--- config.mk ---
export PLATFORM = sky130hd
export DESIGN_NAME = console_vtg
export DESIGN_NICKNAME = d
export VERILOG_FILES = /design/src/rtl/console_vtg.sv
export SDC_FILE = /design/constraint.sdc
export NUM_CORES = 1
export LEC_CHECK = 0
export ABC_AREA = 1
export BUFFER_PORTS_ARGS = -buffer_cell sky130_fd_sc_hd__buf_2
export CAP_MARGIN = 30
export CORE_MARGIN = 2
export CORE_UTILIZATION = 52
export CTS_BUF_LIST = sky130_fd_sc_hd__clkbuf_2 sky130_fd_sc_hd__clkbuf_4 sky130_fd_sc_hd__clkbuf_8
export CTS_CLUSTER_SIZE = 28
export DETAILED_ROUTE_END_ITERATION = 8
export GPL_TIMING_DRIVEN = 0
export PLACE_DENSITY = 0.79
export SYNTH_ARGS = -nofsm -noshare
export SYNTH_HDL_FRONTEND = slang
export SYNTH_SLANG_ARGS = --single-unit
--- constraint.sdc ---
create_clock -name clk -period 2.1 [get_ports clk]
set_input_delay 0.315 -clock clk [delete_from_list [all_inputs] [get_ports clk]]
set_output_delay 0.315 -clock clk [all_outputs]
set_load 0.01 [all_outputs]
--- src/rtl/console_vtg.sv ---
// Console video timing generator: raster counters, pixel request port, latency-matched sync/DE pipeline.
// Optional 50% scanline dimming on odd rows when CONSOLE_VTG_SCANLINE_EN is defined.
module console_vtg #(
  parameter int COLOR_IN  = 3,
  parameter int COLOR_OUT = 8,
  parameter int COORD_W   = 12,
  parameter int H_ACTIVE  = 640,
  parameter int H_FP      = 16,
  parameter int H_SYNC    = 96,
  parameter int H_BP      = 48,
  parameter int V_ACTIVE  = 480,
  parameter int V_FP      = 10,
  parameter int V_SYNC    = 2,
  parameter int V_BP      = 33,
  parameter int PIX_LAT   = 2
) (
  input  logic                 clk,
  input  logic                 rst,
  input  logic                 ce,
  input  logic                 hs_pol,
  input  logic                 vs_pol,
  output logic [COORD_W-1:0]   req_col,
  output logic [COORD_W-1:0]   req_row,
  output logic                 req_valid,
  input  logic [COLOR_IN-1:0]  pix_r,
  input  logic [COLOR_IN-1:0]  pix_g,
  input  logic [COLOR_IN-1:0]  pix_b,
  output logic [COLOR_OUT-1:0] vga_r,
  output logic [COLOR_OUT-1:0] vga_g,
  output logic [COLOR_OUT-1:0] vga_b,
  output logic                 vga_hs,
  output logic                 vga_vs,
  output logic                 vga_de,
  output logic                 frame_start
);

  localparam int H_TOTAL = H_ACTIVE + H_FP + H_SYNC + H_BP;
  localparam int V_TOTAL = V_ACTIVE + V_FP + V_SYNC + V_BP;

  localparam logic [COORD_W-1:0] H_LAST = COORD_W'(H_TOTAL - 1);
  localparam logic [COORD_W-1:0] V_LAST = COORD_W'(V_TOTAL - 1);
  localparam logic [COORD_W-1:0] H_ACT  = COORD_W'(H_ACTIVE);
  localparam logic [COORD_W-1:0] V_ACT  = COORD_W'(V_ACTIVE);
  localparam logic [COORD_W-1:0] H_SS   = COORD_W'(H_ACTIVE + H_FP);
  localparam logic [COORD_W-1:0] H_SE   = COORD_W'(H_ACTIVE + H_FP + H_SYNC);
  localparam logic [COORD_W-1:0] V_SS   = COORD_W'(V_ACTIVE + V_FP);
  localparam logic [COORD_W-1:0] V_SE   = COORD_W'(V_ACTIVE + V_FP + V_SYNC);

  function automatic logic [COLOR_OUT-1:0] expand(input logic [COLOR_IN-1:0] c);
    logic [COLOR_OUT-1:0] o;
    o = '0;
    for (int i = 0; i < COLOR_OUT; i++) o[COLOR_OUT-1-i] = c[COLOR_IN-1-(i % COLOR_IN)];
    return o;
  endfunction

  logic [COORD_W-1:0] r_h, r_v;
  logic [PIX_LAT-1:0] r_sr_de, r_sr_hs, r_sr_vs, r_sr_fs;
  logic               r_hs_pol, r_vs_pol, r_hs_pol_out, r_vs_pol_out;

  logic w_active, w_hs_raw, w_vs_raw, w_origin;
  logic w_tail_de, w_tail_hs, w_tail_vs, w_tail_fs, w_hs_pol_now, w_vs_pol_now;
  logic [COLOR_OUT-1:0] w_r_px, w_g_px, w_b_px;

  assign w_active = (r_h < H_ACT) && (r_v < V_ACT);
  assign w_hs_raw = (r_h >= H_SS) && (r_h < H_SE);
  assign w_vs_raw = (r_v >= V_SS) && (r_v < V_SE);
  assign w_origin = (r_h == '0) && (r_v == '0);

  // NOTE: state registers use non-blocking (<=) so every flop samples pre-edge values.
  always_ff @(posedge clk or posedge rst) begin
    if (rst) begin
      r_h <= '0;
      r_v <= '0;
    end else if (ce) begin
      if (r_h == H_LAST) begin
        r_h <= '0;
        r_v <= (r_v == V_LAST) ? '0 : r_v + 1'b1;
      end else begin
        r_h <= r_h + 1'b1;
      end
    end
  end

`ifdef CONSOLE_VTG_SCANLINE_EN
  logic [PIX_LAT-1:0] r_sr_odd;
  always_ff @(posedge clk or posedge rst) begin
    if (rst) r_sr_odd <= '0;
    else if (ce) begin
      r_sr_odd[0] <= r_v[0];
      for (int i = 1; i < PIX_LAT; i++) r_sr_odd[i] <= r_sr_odd[i-1];
    end
  end
  assign w_r_px = r_sr_odd[PIX_LAT-1] ? (expand(pix_r) >> 1) : expand(pix_r);
  assign w_g_px = r_sr_odd[PIX_LAT-1] ? (expand(pix_g) >> 1) : expand(pix_g);
  assign w_b_px = r_sr_odd[PIX_LAT-1] ? (expand(pix_b) >> 1) : expand(pix_b);
`else
  assign w_r_px = expand(pix_r);
  assign w_g_px = expand(pix_g);
  assign w_b_px = expand(pix_b);
`endif

  // Stage 0 of the delay line is loaded alongside the request registers.
  always_ff @(posedge clk or posedge rst) begin
    if (rst) begin
      req_col   <= '0;
      req_row   <= '0;
      req_valid <= 1'b0;
      r_sr_de   <= '0;
      r_sr_hs   <= '0;
      r_sr_vs   <= '0;
      r_sr_fs   <= '0;
      r_hs_pol  <= 1'b0;
      r_vs_pol  <= 1'b0;
    end else if (ce) begin
      req_col    <= r_h;
      req_row    <= r_v;
      req_valid  <= w_active;
      r_sr_de[0] <= w_active;
      r_sr_hs[0] <= w_hs_raw;
      r_sr_vs[0] <= w_vs_raw;
      r_sr_fs[0] <= w_origin;
      for (int i = 1; i < PIX_LAT; i++) begin
        r_sr_de[i] <= r_sr_de[i-1];
        r_sr_hs[i] <= r_sr_hs[i-1];
        r_sr_vs[i] <= r_sr_vs[i-1];
        r_sr_fs[i] <= r_sr_fs[i-1];
      end
      if (w_origin) begin
        r_hs_pol <= hs_pol;
        r_vs_pol <= vs_pol;
      end
    end
  end

  assign w_tail_de = r_sr_de[PIX_LAT-1];
  assign w_tail_hs = r_sr_hs[PIX_LAT-1];
  assign w_tail_vs = r_sr_vs[PIX_LAT-1];
  assign w_tail_fs = r_sr_fs[PIX_LAT-1];

  // The output-side polarity only switches when pixel (0,0) leaves, so the
  // previous frame's tail keeps its own polarity.
  assign w_hs_pol_now = w_tail_fs ? r_hs_pol : r_hs_pol_out;
  assign w_vs_pol_now = w_tail_fs ? r_vs_pol : r_vs_pol_out;

  always_ff @(posedge clk or posedge rst) begin
    if (rst) begin
      vga_r        <= '0;
      vga_g        <= '0;
      vga_b        <= '0;
      vga_de       <= 1'b0;
      vga_hs       <= 1'b1;
      vga_vs       <= 1'b1;
      frame_start  <= 1'b0;
      r_hs_pol_out <= 1'b0;
      r_vs_pol_out <= 1'b0;
    end else if (ce) begin
      vga_r        <= w_tail_de ? w_r_px : '0;
      vga_g        <= w_tail_de ? w_g_px : '0;
      vga_b        <= w_tail_de ? w_b_px : '0;
      vga_de       <= w_tail_de;
      vga_hs       <= w_tail_hs ~^ w_hs_pol_now;
      vga_vs       <= w_tail_vs ~^ w_vs_pol_now;
      frame_start  <= w_tail_fs;
      r_hs_pol_out <= w_hs_pol_now;
      r_vs_pol_out <= w_vs_pol_now;
    end
  end

endmodule

======== Word-level counts from Yosys, hierarchy flattened ========
Cells that the tools add are included.
word-level totals
  flip-flop bits (word level) ............. 89
  bits of input ports ..................... 14
  output and inout port bits .............. 53
  logic and storage cells ................. 47
operators by class
  add/subtract/negate cells ............... 2
  magnitude comparators ................... 6
  eq/ne operators ......................... 2
  mux-type cells .......................... 7
  bitwise operators ....................... 2
  reduce and logical (&&, ||, !) cells .... 8
operators with widths
  operator                                                count
  adder 12 x 1 -> 12 bit (second input constant)          2
  equality test 12 x 10 -> 1 bit (second input constant)  2
  zero test 12 bit                                        2
  < comparator 12 x 10 -> 1 bit (second input constant)   2
  < comparator 12 x 9 -> 1 bit (second input constant)    2
  2-to-1 mux 12 bit                                       2
  2-to-1 mux 8 bit                                        3
  >= comparator 12 x 10 -> 1 bit (second input constant)  1
  >= comparator 12 x 9 -> 1 bit (second input constant)   1
  logical AND 1 bit                                       4
  AND reduction 2 bit                                     2
  2-to-1 mux 1 bit                                        2
  XNOR 1 bit                                              2

======== Longest topological paths before layout ========
  depth in word-level cells ............... 3
  depth in mapped cells ................... 8
  gate-level depth less buffers ........... 8

======== Least setup slack after synthesis ========
No wires, ideal clock.
  path kind ............................... reg-to-reg
  from .................................... reg r_h[0]
  to ...................................... reg r_v[4]
  data arrival time ....................... 1.165 ns
  slack ................................... 0.817 ns
  cell stages (with the launch flop) ...... 8
  path buffers ............................ 1
  cells stage by stage .................... dfrtp_1 > ha_1 > nand3_2 > inv_2 > nand4_4 > buf_6 > nand2_1 > nand2_1
between the ends
  cells in the longest elaborated chain, start to end .. 2
ends and longest elaborated chain
  element                               line  source
  start: declaration                    56    logic [COORD_W-1:0] r_h, r_v;
  start signal: assignment              79    r_h <= r_h + 1'b1;
  equality test 12 x 10 -> 1 bit        75    if (r_h == H_LAST) begin
  AND reduction 2 bit (no source line)  --
  end signal: assignment                77    r_v <= (r_v == V_LAST) ? '0 : r_v + 1'b1;
  end: declaration                      56
Every way passes these cells.
A chain may end at the register's enable or synchronous reset.

======== Worst setup path in the final report ========
  from .................................... reg r_v[1]
  to ...................................... reg r_vs_pol
between the ends
  cells in the longest elaborated chain, start to end .. 3
ends and longest elaborated chain
  element                               line  source
  zero test 12 bit                      67    assign w_origin = (r_h == '0) && (r_v == '0);
  logical AND 1 bit                     67
  AND reduction 2 bit (no source line)  --
  end signal: assignment                130   r_vs_pol <= vs_pol;
  end: declaration                      58    logic r_hs_pol, r_vs_pol, r_hs_pol_out, r_vs_pol_out;
Every way passes these cells.

==> metrics.cfg <==
[synthesis]
synth_top_area_cell = dfrtp_1
synth.avg_cell_area_um2 = 8.29
syn-instance-count = 427
synth.top_cell.area_share = 0.502
synthTopCellsByArea = dfrtp_1, nand2_1, o21ai_0
synthesis.area_um2 = 3540
synth_warnings = 0
synth_cell_types = 28
ys_seq_area_frac = 0.517
ys_seq_elements = 73
synth_fp_nets = 445

[clock_tree]
clk_pin_slew_worst_paths_ns = 0.08
post_cts_buffers = 0
cts.hold.buffers_added = 0
clockBufferDepth = 2
root_buffer = clkbuf_8
cts_resized = 0
tritoncts = built
cts.sinks = 73
cts_buffers = 9
clk-insertion-delay-late_ns = 0.36
htree_levels = 3

[placed_design]
dp_hpwl_um = 5710
gp_congestion = 0.952
placed_area_um2 = 3990
dp_slack_ns = 0.518
portBuffers = 66
dp_cells = 574

[hold_path]
hp-class = primary input to async pin

[layout]
antenna_cells = 0
nets = 523
area_growth_pct = 18.4
layoutNonFillerInstCount = 590
num-fill-cells = 594
drive_above_1_share = 0.255
final_area_um2 = 4190

[critical_path]
crit_top_cell = nand2_1
crit_path_start_kind = flip-flop
cp_slowest_stage_delay_ns = 0.46
critPathKind = flip-flop to flip-flop
cp.arrival_ns = 1.85
cp_max_fo = 5
required_ns = 2.35
crit_chain = inv_1 -> ha_1 -> nand3_1 -> nor3_1 -> nand2_1 -> nand2_1 -> nand2_1
slowest_stage = dfrtp_1
end_kind = flip-flop

[floorplanning]
io_pins = 67
rows = 30
die_h_um = 86.5
initial_utilization = 0.530
fp.dieArea_um2 = 7480
die_w_um = 86.5
coreArea_um2 = 6680

[global_routing]
grt_pass1_vias = 2907
grt_pass1_wl_um = 13500
gr-total-overflow = 0
grt_max_degree = 43
antenna_found_initial = 0
grt_usage = 0.231

[power_and_ir_drop]
vdd_drop_max_uv = 416
power.density_nw_per_um2 = 814
leakage_nw = 2.26

[run]
cap_violations = 0

[detailed_routing]
drt_iter0_markers = 197
routed.top_layer = met4
wire_per_inst_um = 13.4
wl_met1_um = 3510
antenna_left = 0
viasPerCell = 5.12
wl_met3_um = 602
met2_wirelength_um = 3660
wirelength_um = 7900
vias = 3020
drt_pass1_iterations = 4
drc_errors = 0

[sta]
finalWorstSetupSlack_ns = 0.504
min_period_ns = 1.60
period_share = 0.760
setup_viol = 0
rsz0062_at_grt = false
fin_worst_skew_ns = 0.00894
slew_headroom = 0.527
max_freq_ghz = 0.627
final_max_slew_viol_count = 0
hold_violations = 0
tightest_slew_ns = 0.708
fin_setup_tns_ns = 0

[status]
outcome = finished, final reports clean

-- cells in the final DEF, fill, tap and decap left out, drive strengths merged --
cell type	synthesis	routed
nand3	35	35
clkinvlp	0	1
buf	26	93
o21ai	42	42
nor3	4	4
nand2	140	140
nand3b	2	2
dfrtp	71	71
nor2	38	38
clkinv	0	2
clkbuf	3	16
a21oi	1	1
o31ai	1	1
ha	4	4
nand4	8	8
inv	37	37
xnor2	1	1
xor2	11	11
a22oi	1	1
dfstp	2	2
-- critical path: cells and delay by family (launching register included) --
kind,cells,cell delay (ns)
flops,1,0.46
simple gates,5,0.74
buf+inv,1,0.10
fa+ha+maj,1,0.18
-- sequential cells by signal, indices dropped and copies added (netlist names), 2 cells and up --
signal   flops
r_h         12
r_v         12
req_col     12
req_row     12
vga_b        3
vga_g        3
vga_r        3
r_sr_de      2
r_sr_fs      2
r_sr_hs      2
r_sr_vs      2
-- final timing paths --
kind                            startpoint     endpoint  slack, ns  depth (start not counted)
worst min-delay path                   rst  frame_start       0.06                          2
worst min register to register  req_row[6]   req_row[6]       0.47                          2
max in group asynchronous              rst       vga_vs       1.37                          3
worst max-delay path                r_v[1]     r_vs_pol       0.50                          7
min in group clk                  pix_g[1]     vga_g[6]       0.18                          3
worst max register to register      r_v[1]     r_vs_pol       0.50                          7
-- Yosys cell counts --
| library cell | n |
|---|---|
| nand2_1 | 137 |
| nand4_1 | 7 |
| nor3_1 | 4 |
| nand2_2 | 3 |
| dfrtp_1 | 71 |
| xor2_1 | 11 |
| inv_1 | 34 |
| o21ai_1 | 2 |
| nand3_1 | 33 |
| buf_2 | 10 |
| clkbuf_1 | 3 |
| buf_6 | 1 |
| nor2_2 | 2 |
| nand3_2 | 2 |
| nor2_1 | 34 |
| nand3b_1 | 2 |
| dfstp_2 | 2 |
| o21ai_2 | 5 |
| a22oi_1 | 1 |
| ha_1 | 4 |
| buf_4 | 15 |
| a21oi_1 | 1 |
| inv_2 | 3 |
| nor2_4 | 2 |
| o21ai_0 | 35 |
| o31ai_1 | 1 |
| nand4_4 | 1 |
| xnor2_1 | 1 |
-- cell families after synthesis --
| kind of cell | Yosys count | synth area share |
|---|---|---|
| simple gates | 227 | 0.277 |
| flops | 73 | 0.517 |
| xor+xnor | 12 | 0.0297 |
| compound gates | 45 | 0.0704 |
| buf+inv | 66 | 0.0916 |
| fa+ha+maj | 4 | 0.0141 |
-- stage by stage --
| stage | hold slack, ns | power [mW] | util |
|---|---|---|---|
| floorplan | 0.442 | 2.11 | - |
| global placement | 0.451 | 2.33 | 0.595 |
| detailed placement | 0.455 | 2.36 | 0.598 |
| CTS | 0.0636 | 3.44 | 0.627 |
| global route | 0.104 | 3.60 | 0.627 |
| finish | 0.0574 | 3.41 | 0.627 |
-- cell type report --
type	instances	area, µm²	share of cell area
buffer	29	185	0.0442
tap	80	100	0.0239
clock buffer	13	173	0.0412
clock inverter	3	22.5	0.00538
timing repair buffer	67	350	0.0837
sequential	73	1830	0.437
inverter	37	143	0.0341
multi-input combinational	288	1390	0.331
-- layer usage --
layer / up-vias / track usage
met1: 1403 / 0.313
met4: 0 / 0.118
met3: 13 / 0.0543
li1: 1495 / -
met5: - / 0
met2: 109 / 0.348
-- where the power goes --
group / switching [mW] / internal, mW / total [mW]
Combinational: 0.391 / 0.240 / 0.631
Sequential: 0.145 / 1.56 / 1.70
Clock: 0.534 / 0.544 / 1.08
Total: 1.07 / 2.34 / 3.41
Note: power is estimated with default switching activity, not from simulation.
